## src/rtl/ub_tile_reader_if.sv

```systemverilog
// Unified-buffer read port plus mmu activation stream for the tile reader.
// slave = the tile reader itself, master = whatever drives it (sequencer, memory, mmu).
interface ub_tile_reader_if #(
  parameter int DATA_W = 16,
  parameter int ADDR_W = 6
);
  logic              start;
  logic [ADDR_W-1:0] base_addr;
  logic              rd_en;
  logic [ADDR_W-1:0] rd_addr;
  logic [31:0]       rd_data;
  logic [DATA_W-1:0] a_in1;
  logic [DATA_W-1:0] a_in2;
  logic              a_valid;
  logic              out_ready;
  logic              busy;
  logic              done;

  modport master (
    output start, base_addr, rd_data, out_ready,
    input  rd_en, rd_addr, a_in1, a_in2, a_valid, busy, done
  );

  modport slave (
    input  start, base_addr, rd_data, out_ready,
    output rd_en, rd_addr, a_in1, a_in2, a_valid, busy, done
  );
endinterface

```

## src/rtl/ub_tile_reader.sv

```systemverilog
// Fetches a 2 x N_VEC activation tile from the unified buffer into a local
// buffer, then streams it to the 2x2 mmu with row 1 skewed one beat behind row 0.
module ub_tile_reader #(
  parameter int DATA_W = 16,
  parameter int ADDR_W = 6,
  parameter int N_VEC  = 2
) (
  input logic              clk,
  input logic              reset,
  ub_tile_reader_if.slave  bus
);

  localparam int C_W = (N_VEC > 1) ? $clog2(N_VEC) : 1;
  localparam int T_W = $clog2(N_VEC + 1);
  localparam logic [C_W-1:0] LAST_COL  = C_W'(N_VEC - 1);
  localparam logic [T_W-1:0] LAST_BEAT = T_W'(N_VEC);

  typedef enum logic [2:0] {
    S_IDLE, S_FETCH, S_DRAIN, S_STREAM, S_DONE
  } state_t;

  state_t            state;
  logic              f_row;      // row of the read currently on rd_addr
  logic [C_W-1:0]    f_col;
  logic              p_vld;      // a read was issued last cycle; rd_data is live
  logic              p_row;
  logic [C_W-1:0]    p_col;
  logic [T_W-1:0]    t;
  logic [T_W-1:0]    t_nxt;
  logic [1:0][N_VEC-1:0][DATA_W-1:0] tile_buf;

  logic              rd_en_q;
  logic [ADDR_W-1:0] rd_addr_q;
  logic [DATA_W-1:0] a_in1_q;
  logic [DATA_W-1:0] a_in2_q;
  logic              a_valid_q;
  logic              busy_q;
  logic              done_q;

  // Upper bits of each buffer word are dropped (plain truncation).
  logic unused_rd_hi;
  assign unused_rd_hi = ^bus.rd_data[31:DATA_W];

  assign t_nxt       = t + 1'b1;
  assign bus.rd_en   = rd_en_q;
  assign bus.rd_addr = rd_addr_q;
  assign bus.a_in1   = a_in1_q;
  assign bus.a_in2   = a_in2_q;
  assign bus.a_valid = a_valid_q;
  assign bus.busy    = busy_q;
  assign bus.done    = done_q;

  // Capture read data one cycle after each issued read into its tile slot.
  always_ff @(posedge clk or posedge reset) begin
    if (reset) begin
      p_vld    <= 1'b0;
      p_row    <= 1'b0;
      p_col    <= '0;
      tile_buf <= '0;
    end else begin
      p_vld <= rd_en_q;
      p_row <= f_row;
      p_col <= f_col;
      if (p_vld) tile_buf[p_row][p_col] <= bus.rd_data[DATA_W-1:0];
    end
  end

  // Control FSM; every output is a register updated here.
  always_ff @(posedge clk or posedge reset) begin
    if (reset) begin
      state     <= S_IDLE;
      f_row     <= 1'b0;
      f_col     <= '0;
      t         <= '0;
      rd_en_q   <= 1'b0;
      rd_addr_q <= '0;
      a_in1_q   <= '0;
      a_in2_q   <= '0;
      a_valid_q <= 1'b0;
      busy_q    <= 1'b0;
      done_q    <= 1'b0;
    end else begin
      case (state)
        S_IDLE: begin
          done_q <= 1'b0;
          if (bus.start) begin
            state     <= S_FETCH;
            busy_q    <= 1'b1;
            rd_en_q   <= 1'b1;
            rd_addr_q <= bus.base_addr;
            f_row     <= 1'b0;
            f_col     <= '0;
          end
        end
        S_FETCH: begin
          if (f_row && f_col == LAST_COL) begin
            rd_en_q <= 1'b0;
            state   <= S_DRAIN;
          end else begin
            // Address wraps naturally at ADDR_W bits.
            rd_addr_q <= rd_addr_q + 1'b1;
            if (f_col == LAST_COL) begin
              f_col <= '0;
              f_row <= 1'b1;
            end else begin
              f_col <= f_col + 1'b1;
            end
          end
        end
        S_DRAIN: begin
          // Row 0 is already captured; beat 0 only needs a[0][0].
          state     <= S_STREAM;
          t         <= '0;
          a_valid_q <= 1'b1;
          a_in1_q   <= tile_buf[1'b0][0];
          a_in2_q   <= '0;
        end
        S_STREAM: begin
          if (bus.out_ready) begin
            if (t == LAST_BEAT) begin
              a_valid_q <= 1'b0;
              a_in1_q   <= '0;
              a_in2_q   <= '0;
              done_q    <= 1'b1;
              state     <= S_DONE;
            end else begin
              t       <= t_nxt;
              a_in1_q <= (t_nxt < LAST_BEAT) ? tile_buf[1'b0][t_nxt[C_W-1:0]] : '0;
              a_in2_q <= tile_buf[1'b1][t[C_W-1:0]];
            end
          end
        end
        S_DONE: begin
          done_q <= 1'b0;
          busy_q <= 1'b0;
          state  <= S_IDLE;
        end
        default: state <= S_IDLE;
      endcase
    end
  end

endmodule

```

## src/flat_wrapper.sv

```systemverilog
// flat-port wrapper written by rule: the top's interface ports become plain ports
module ub_tile_reader_flat 
#(
  parameter int DATA_W = 16,
  parameter int ADDR_W = 6,
  parameter int N_VEC  = 2
)
  (clk, reset, bus_start, bus_base_addr, bus_rd_data, bus_out_ready, bus_rd_en, bus_rd_addr, bus_a_in1, bus_a_in2, bus_a_valid, bus_busy, bus_done);
  ub_tile_reader_if #(.DATA_W(DATA_W), .ADDR_W(ADDR_W)) bus_i ();
  input logic clk;
  input logic reset;
  input wire logic [$bits(bus_i.start)-1:0] bus_start;
  input wire logic [$bits(bus_i.base_addr)-1:0] bus_base_addr;
  input wire logic [$bits(bus_i.rd_data)-1:0] bus_rd_data;
  input wire logic [$bits(bus_i.out_ready)-1:0] bus_out_ready;
  output wire logic [$bits(bus_i.rd_en)-1:0] bus_rd_en;
  output wire logic [$bits(bus_i.rd_addr)-1:0] bus_rd_addr;
  output wire logic [$bits(bus_i.a_in1)-1:0] bus_a_in1;
  output wire logic [$bits(bus_i.a_in2)-1:0] bus_a_in2;
  output wire logic [$bits(bus_i.a_valid)-1:0] bus_a_valid;
  output wire logic [$bits(bus_i.busy)-1:0] bus_busy;
  output wire logic [$bits(bus_i.done)-1:0] bus_done;
  assign bus_i.start = bus_start;
  assign bus_i.base_addr = bus_base_addr;
  assign bus_i.rd_data = bus_rd_data;
  assign bus_i.out_ready = bus_out_ready;
  assign bus_rd_en = bus_i.rd_en;
  assign bus_rd_addr = bus_i.rd_addr;
  assign bus_a_in1 = bus_i.a_in1;
  assign bus_a_in2 = bus_i.a_in2;
  assign bus_a_valid = bus_i.a_valid;
  assign bus_busy = bus_i.busy;
  assign bus_done = bus_i.done;
  ub_tile_reader #(.DATA_W(DATA_W), .ADDR_W(ADDR_W), .N_VEC(N_VEC)) u_core (.clk(clk), .reset(reset), .bus(bus_i));
endmodule
```

## config.mk

```make
export PLATFORM = sky130hd
export DESIGN_NAME = ub_tile_reader_flat
export DESIGN_NICKNAME = d
export VERILOG_FILES = /design/src/rtl/ub_tile_reader_if.sv /design/src/rtl/ub_tile_reader.sv /design/src/flat_wrapper.sv
export SDC_FILE = /design/constraint.sdc
export NUM_CORES = 1
export LEC_CHECK = 0
export CAP_MARGIN = 20
export CORE_UTILIZATION = 53
export DETAILED_ROUTE_END_ITERATION = 8
export GPL_ROUTABILITY_DRIVEN = 0
export PLACE_DENSITY = 0.75
export RECOVER_POWER = 25
export SLEW_MARGIN = 10
export SYNTH_ARGS = -nofsm -noshare
export SYNTH_HDL_FRONTEND = slang
export SYNTH_SLANG_ARGS = --single-unit
```

## constraint.sdc

```tcl
create_clock -name clk -period 4.25 [get_ports clk]
set_input_delay 0.85 -clock clk [delete_from_list [all_inputs] [get_ports clk]]
set_output_delay 0.85 -clock clk [all_outputs]
set_load 0.01 [all_outputs]
```

==> results of run 1 <==
## worst max-delay path, delay by kind of cell, from the launching register on
family	cells	cell delay (ns)
AO/OA/AOI/OAI	1	0.24
adder cells (fa/ha/maj)	1	0.31
buffers and inverters	2	0.57
flip-flops	1	0.32
AND/OR/NAND/NOR	2	1.03
## cell usage after synthesis, types with 3 or more instances
cell | number | area [um2]
clkbuf_8 | 3 | 41.3
buf_2 | 6 | 30.0
buf_4 | 4 | 30.0
mux2i_1 | 17 | 170
o21ai_1 | 8 | 40.0
mux2_2 | 81 | 912
nand2b_1 | 3 | 18.8
nor2_1 | 4 | 15.0
nand2_1 | 41 | 154
and3_1 | 3 | 18.8
a32oi_1 | 16 | 140
inv_1 | 3 | 11.3
a21oi_1 | 12 | 60.1
o21ai_0 | 21 | 105
nand3_1 | 7 | 35.0
o21ai_2 | 15 | 131
dfrtp_1 | 116 | 2900
buf_6 | 8 | 90.1
## worst max path at each step
stage	from	endpoint	slack, ns	cells after the start
3_5_place_dp	bus_out_ready	u_core.bus.a_in2[12]	1.44	5
4_1_cts	u_core.t[0]	u_core.bus.a_in2[14]	1.63	6
2_1_floorplan	reset	u_core.bus.a_in1[0]	0.33	1
3_3_place_gp	bus_out_ready	u_core.bus.a_in1[12]	1.47	5
5_1_grt	u_core.t[0]	u_core.bus.a_in2[10]	1.43	6
6_report	u_core.t[0]	u_core.bus.a_in2[14]	1.68	6
## final cells by class
class                           instances  area [um2]  area share
Sequential cell                       116        2900       0.447
Multi-Input combinational cell        255        2070       0.319
Timing Repair Buffer                   70         706       0.109
Clock buffer                           18         428      0.0659
Clock inverter                         14         208      0.0320
Tap cell                              129         161      0.0249
Inverter                                4        18.8     0.00289
## where the power goes
group | switching, mW | leakage, nW | internal, mW
registers | 0.348 | 1.39 | 1.63
clock network | 0.497 | 0.311 | 1.02
logic | 0.995 | 1.03 | 1.10
## routing by layer
metal	vias up	global-route usage	routed length, um
met4	0	0.0736	60
met2	73	0.364	5010
met5	-	0	0
li1	1572	-	-
met3	4	0.0867	520
met1	1651	0.295	4750
## kinds of logic after synthesis
| group | Yosys count |
|---|---|
| DFF | 116 |
| muxes | 98 |
| AOI/OAI and AO/OA | 83 |
| and+or+nand+nor | 72 |
| buffers and inverters | 27 |
| adders and majority gates | 2 |
## sequential cells by signal (all words and copies together), names as in the netlist, 2 cells and up
| register | cells |
|---|---|
| u_core.bus.a_in1 | 16 |
| u_core.tile_buf | 64 |
| u_core.t | 2 |
| u_core.bus.rd_addr | 6 |
| u_core.state | 3 |
| u_core.bus.a_in2 | 16 |
==> results.py, run 1 <==
metrics = {
    "setup_path": {
        "worstPathArrival_ns": 3.00,
        "crit_fanout": 36,
        "worstSetupEndpointType": "register",
        "critical-path-max-stage-delay_ns": 0.72,
        "r2r_start": "u_core.t[0]",
        "path_cells": "buf_4, inv_1, ha_1, nor3_4, nand2_4, o21ai_0",
        "r2r_end": "u_core.bus.a_in2[14]",
        "cp_slowest_cell": "nor3_4",
        "ff2ff_path_depth": 6,
        "r2r_setup_slack_ns": 1.68,
        "cp.required_ns": 4.68,
        "crit_type": "register to register",
        "startpoint_type": "register",
    },
    "sta": {
        "finalCritPeriodShare": 0.606,
        "rsz0062_at_grt": "no",
        "worst_slew_pin_slew_ns": 2.04,
        "fin_skew_ns": 0.00827,
        "final_max_slew_viol_count": 47,
        "holdWs_ns": 0.455,
        "fin_crit_ns": 2.57,
        "final-hold-violation-count": 0,
        "fmax_mhz": 388,
        "setup_tns_ns": 0,
        "relSlewSlack": -0.370,
        "setup_viol": 0,
        "post-route-worst-setup-slack_ns": 1.68,
    },
    "worst_hold_path": {
        "hold_class": "register to register",
        "hold_start": "u_core.bus.rd_en",
        "min_path_cells": 0,
        "holdPathEnd": "u_core.p_vld",
    },
    "logic_synthesis": {
        "ys_types": 42,
        "syn_nets": 442,
        "synthMuxAreaShare": 0.209,
        "synth-edff-count": 0,
        "syn_inst": 398,
        "synth_top_family_by_area": "multiplexers",
        "synth_compound_area_frac": 0.109,
        "syn_avg_cell_area_um2": 13.0,
        "synthFlopType": "dfrtp_1",
        "async_flop_share": 1.00,
        "yosysSeqAreaShare": 0.560,
        "synth-simple-area-share": 0.0755,
        "yosysWarnings": 0,
        "synth_seq_cells": 116,
        "syn-cell-area_um2": 5180,
        "synth_adder_area_share": 0.00483,
        "synth_xor_area_frac": 0,
    },
    "finish": {
        "final_cell_count_no_fill": 606,
        "fillers": 694,
        "fin_util": 0.693,
        "finalNetCount": 508,
        "antenna_cells": 0,
        "post-route-cell-area_um2": 6490,
        "final_cell_mix": "dfrtp_1 (116), mux2_2 (81), clkdlybuf4s50_1 (65), nand2_1 (41), o21ai_0 (21)",
        "drive_gt1_frac": 0.306,
        "final_common_cell": "dfrtp_1",
        "area_growth_pct": 25.2,
    },
    "placed_design": {
        "portBuffers": 67,
        "dp_slack_ns": 1.44,
        "dp.cells": 574,
        "dpl_cell_area_um2": 5860,
        "dp_hpwl_um": 6390,
    },
    "clocking": {
        "cts_buffers": 17,
        "clkSlewWorstSetupHoldPaths_ns": 0.06,
        "cts_root_buf": "clkbuf_8",
        "h-tree-depth": 4,
        "clockBufferDepth": 2,
        "cts_setup_buffers": 0,
        "hold_buffers": 0,
        "cts.sinks": 116,
        "cts_resized": 0,
        "cts_tree": "yes",
        "clk_latency_ns": 0.51,
    },
    "drt": {
        "firstDrtPassIters": 4,
        "route.vias.total": 3300,
        "drtIter0Drc": 89,
        "drt-wirelength-per-cell_um": 17.1,
        "route.detailed.drc": 0,
        "wirelength_um": 10300,
        "viasPerCell": 5.45,
        "postRouteAntennaNets": 0,
    },
    "global_route": {
        "grt_util_all_layers": 0.230,
        "antenna_found_initial": 0,
        "grt_pass1_wl_um": 17500,
        "grt-ovfl-total": 0,
        "first_global_vias": 3469,
        "grt_max_degree": 71,
    },
    "floorplanning": {
        "die_width_um": 101,
        "core_area_um2": 9370,
        "die_y_um": 101,
        "dieArea_um2": 10200,
        "io_pins": 84,
        "rows": 35,
        "initial_core_util": 0.553,
    },
    "run_status": {
        "violations": "max-capacitance violations, max-slew violations",
        "outcome": "complete, but fails checks",
    },
    "pwr": {
        "power_mw": 5.59,
        "ir_drop_mv": 0.484,
        "powerDensity_nw_per_um2": 861,
        "p_leak_nw": 2.73,
    },
    "run": {
        "maxCapViolations": 1,
    },
}
(Power assumes the default switching activity.)
==> run 2: changes to the inputs <==
==> constraint.sdc (replaced) <==
create_clock -name clk -period 2.6 [get_ports clk]
set_input_delay 0.52 -clock clk [delete_from_list [all_inputs] [get_ports clk]]
set_output_delay 0.52 -clock clk [all_outputs]
set_load 0.01 [all_outputs]
==> run 2 against run 1 <==
The flow now finishes without violations. Cell area is 0.58% higher. Flip-flop and latch count unchanged. Sequential share of layout area down 0.26 points. Wire length up 3.4%. Critical path type is now register to output port. Clock skew down 0.0026 ns. Largest cell class unchanged. Die area did not move.
==> results.py, run 2 (same netlist as run 1, synthesis figures left out) <==
metrics = {
    "run_status": {
        "outcome": "finished clean",
    },
    "pwr": {
        "p_int_mw": 5.99,
        "combPwrFrac": 0.385,
        "switching_share": 0.344,
        "p_seq_frac": 0.352,
        "power_mw": 9.13,
        "powerDensity_nw_per_um2": 1400,
        "p_leak_nw": 2.75,
        "pwr-share-clk": 0.263,
        "ir_drop_mv": 0.801,
        "power_switching_mw": 3.14,
    },
    "drt": {
        "viasPerCell": 5.59,
        "firstDrtPassIters": 5,
        "postRouteAntennaNets": 0,
        "wirelength_um": 10700,
        "route.vias.total": 3417,
        "drt-wirelength-per-cell_um": 17.5,
        "route.detailed.drc": 0,
        "drtIter0Drc": 183,
    },
    "setup_path": {
        "crit_type": "register to output port",
        "critical-path-max-stage-delay_ns": 0.57,
        "cp.required_ns": 2.08,
        "path_cells": "clkdlybuf4s50_1",
        "worstSetupEndpointType": "output port",
        "cp.buffers_inverters": 1,
        "startpoint_type": "register",
        "crit_fanout": 6,
        "crit_family": "buffers and inverters",
        "cp_slowest_cell": "clkdlybuf4s50_1",
        "worstPathArrival_ns": 1.53,
    },
    "clocking": {
        "cts_root_buf": "clkbuf_8",
        "cts_buffers": 17,
        "hold_buffers": 0,
        "clockBufferDepth": 2,
        "h-tree-depth": 4,
        "cts_resized": 0,
        "clkSlewWorstSetupHoldPaths_ns": 0.06,
        "clk_latency_ns": 0.52,
        "cts_setup_buffers": 0,
        "cts.sinks": 116,
        "cts_tree": "yes",
    },
    "placed_design": {
        "dp.cells": 579,
        "dpl_cell_area_um2": 5930,
        "portBuffers": 67,
        "dp_hpwl_um": 6740,
    },
    "sta": {
        "fmax_mhz": 489,
        "final-hold-violation-count": 0,
        "setup_viol": 0,
        "fin_skew_ns": 0.00562,
        "rsz0062_at_grt": "no",
        "final_max_slew_viol_count": 0,
        "relSlewSlack": 0.185,
        "finalCritPeriodShare": 0.787,
        "worst_slew_pin_slew_ns": 1.22,
        "fin_crit_ns": 2.05,
        "setup_tns_ns": 0,
    },
    "finish": {
        "final_cell_mix": "dfrtp_1 (116), mux2_2 (81), clkdlybuf4s50_1 (66), nand2_1 (41), o21ai_0 (21)",
        "largest_register_ffs": 64,
        "fillers": 683,
        "drive_gt1_frac": 0.313,
        "post-route-cell-area_um2": 6530,
        "top_register": "u_core.tile_buf",
        "final_common_cell": "dfrtp_1",
        "area_growth_pct": 25.9,
        "antenna_cells": 0,
        "finalNetCount": 513,
        "final_cell_count_no_fill": 611,
    },
    "floorplanning": {
        "die_y_um": 101,
        "rows": 35,
        "io_pins": 84,
        "dieArea_um2": 10200,
        "initial_core_util": 0.553,
        "die_width_um": 101,
        "core_area_um2": 9370,
    },
    "global_route": {
        "first_global_vias": 3575,
        "antenna_found_initial": 0,
        "grt_max_degree": 50,
        "grt_pass1_wl_um": 18100,
        "grt_util_all_layers": 0.237,
        "grt-ovfl-total": 0,
    },
    "worst_hold_path": {
        "hold_class": "register to register",
    },
    "run": {
        "maxCapViolations": 0,
    },
}
run 2: cell types whose count changed in the layout (fill, tap and decap cells not counted), moves of 2 or more:
cell,before,now
buf_4,2,4
inv_6,1,6
buf_12,1,3
clkinv_4,1,3
bufinv_16,5,3
clkinv_2,5,0
run 2: metal layers:
metal	wire [um]	up-vias	global-route usage
met4	129	0	0.0769
li1	-	1593	-
met1	4970	1742	0.318
met3	475	13	0.0673
met2	5130	69	0.376
met5	0	-	0
run 2: per-stage QoR:
stage	hold WS, ns	utilization	worst slack, ns
floorplan	0.414	-	0.667
detailed placement	0.434	0.632	0.575
global placement	0.431	0.632	0.641
CTS	0.429	0.697	0.540
finish	0.455	0.697	0.555
global route	0.472	0.697	0.500
run 2: area by class of cell:
class | instances | area (um2) | area share
timing repair buffer | 75 | 764 | 0.117
sequential | 116 | 2900 | 0.445
clock buffer | 17 | 414 | 0.0634
clock inverter | 15 | 195 | 0.0299
multi-input combinational | 255 | 2070 | 0.317
inverter | 4 | 18.8 | 0.00287
tap | 129 | 161 | 0.0247
run 2: path summary, 6_finish.rpt:
check / from / endpoint / slack, ns / cells past startpoint
worst max-delay path: u_core.bus.rd_addr[2] / bus_rd_addr[2] / 0.55 / 1
worst min-delay path: u_core.bus.rd_en / u_core.p_vld / 0.46 / 0
worst max register to register: u_core.state[1] / u_core.bus.a_in1[1] / 0.78 / 5
worst min register to register: u_core.bus.rd_en / u_core.p_vld / 0.46 / 0
max in group asynchronous: reset / u_core.tile_buf[30] / 0.98 / 3
min in group asynchronous: reset / u_core.tile_buf[43] / 0.71 / 2
run 2: power by group through the flow:
stage / logic (mW) / clock network [mW] / registers (mW)
global route: 3.86 / 2.51 / 3.33
floorplan: 2.56 / 0 / 3.19
CTS: 3.56 / 2.42 / 3.21
global placement: 3.43 / 0 / 3.16
detailed placement: 3.53 / 0 / 3.23
finish: 3.52 / 2.40 / 3.22
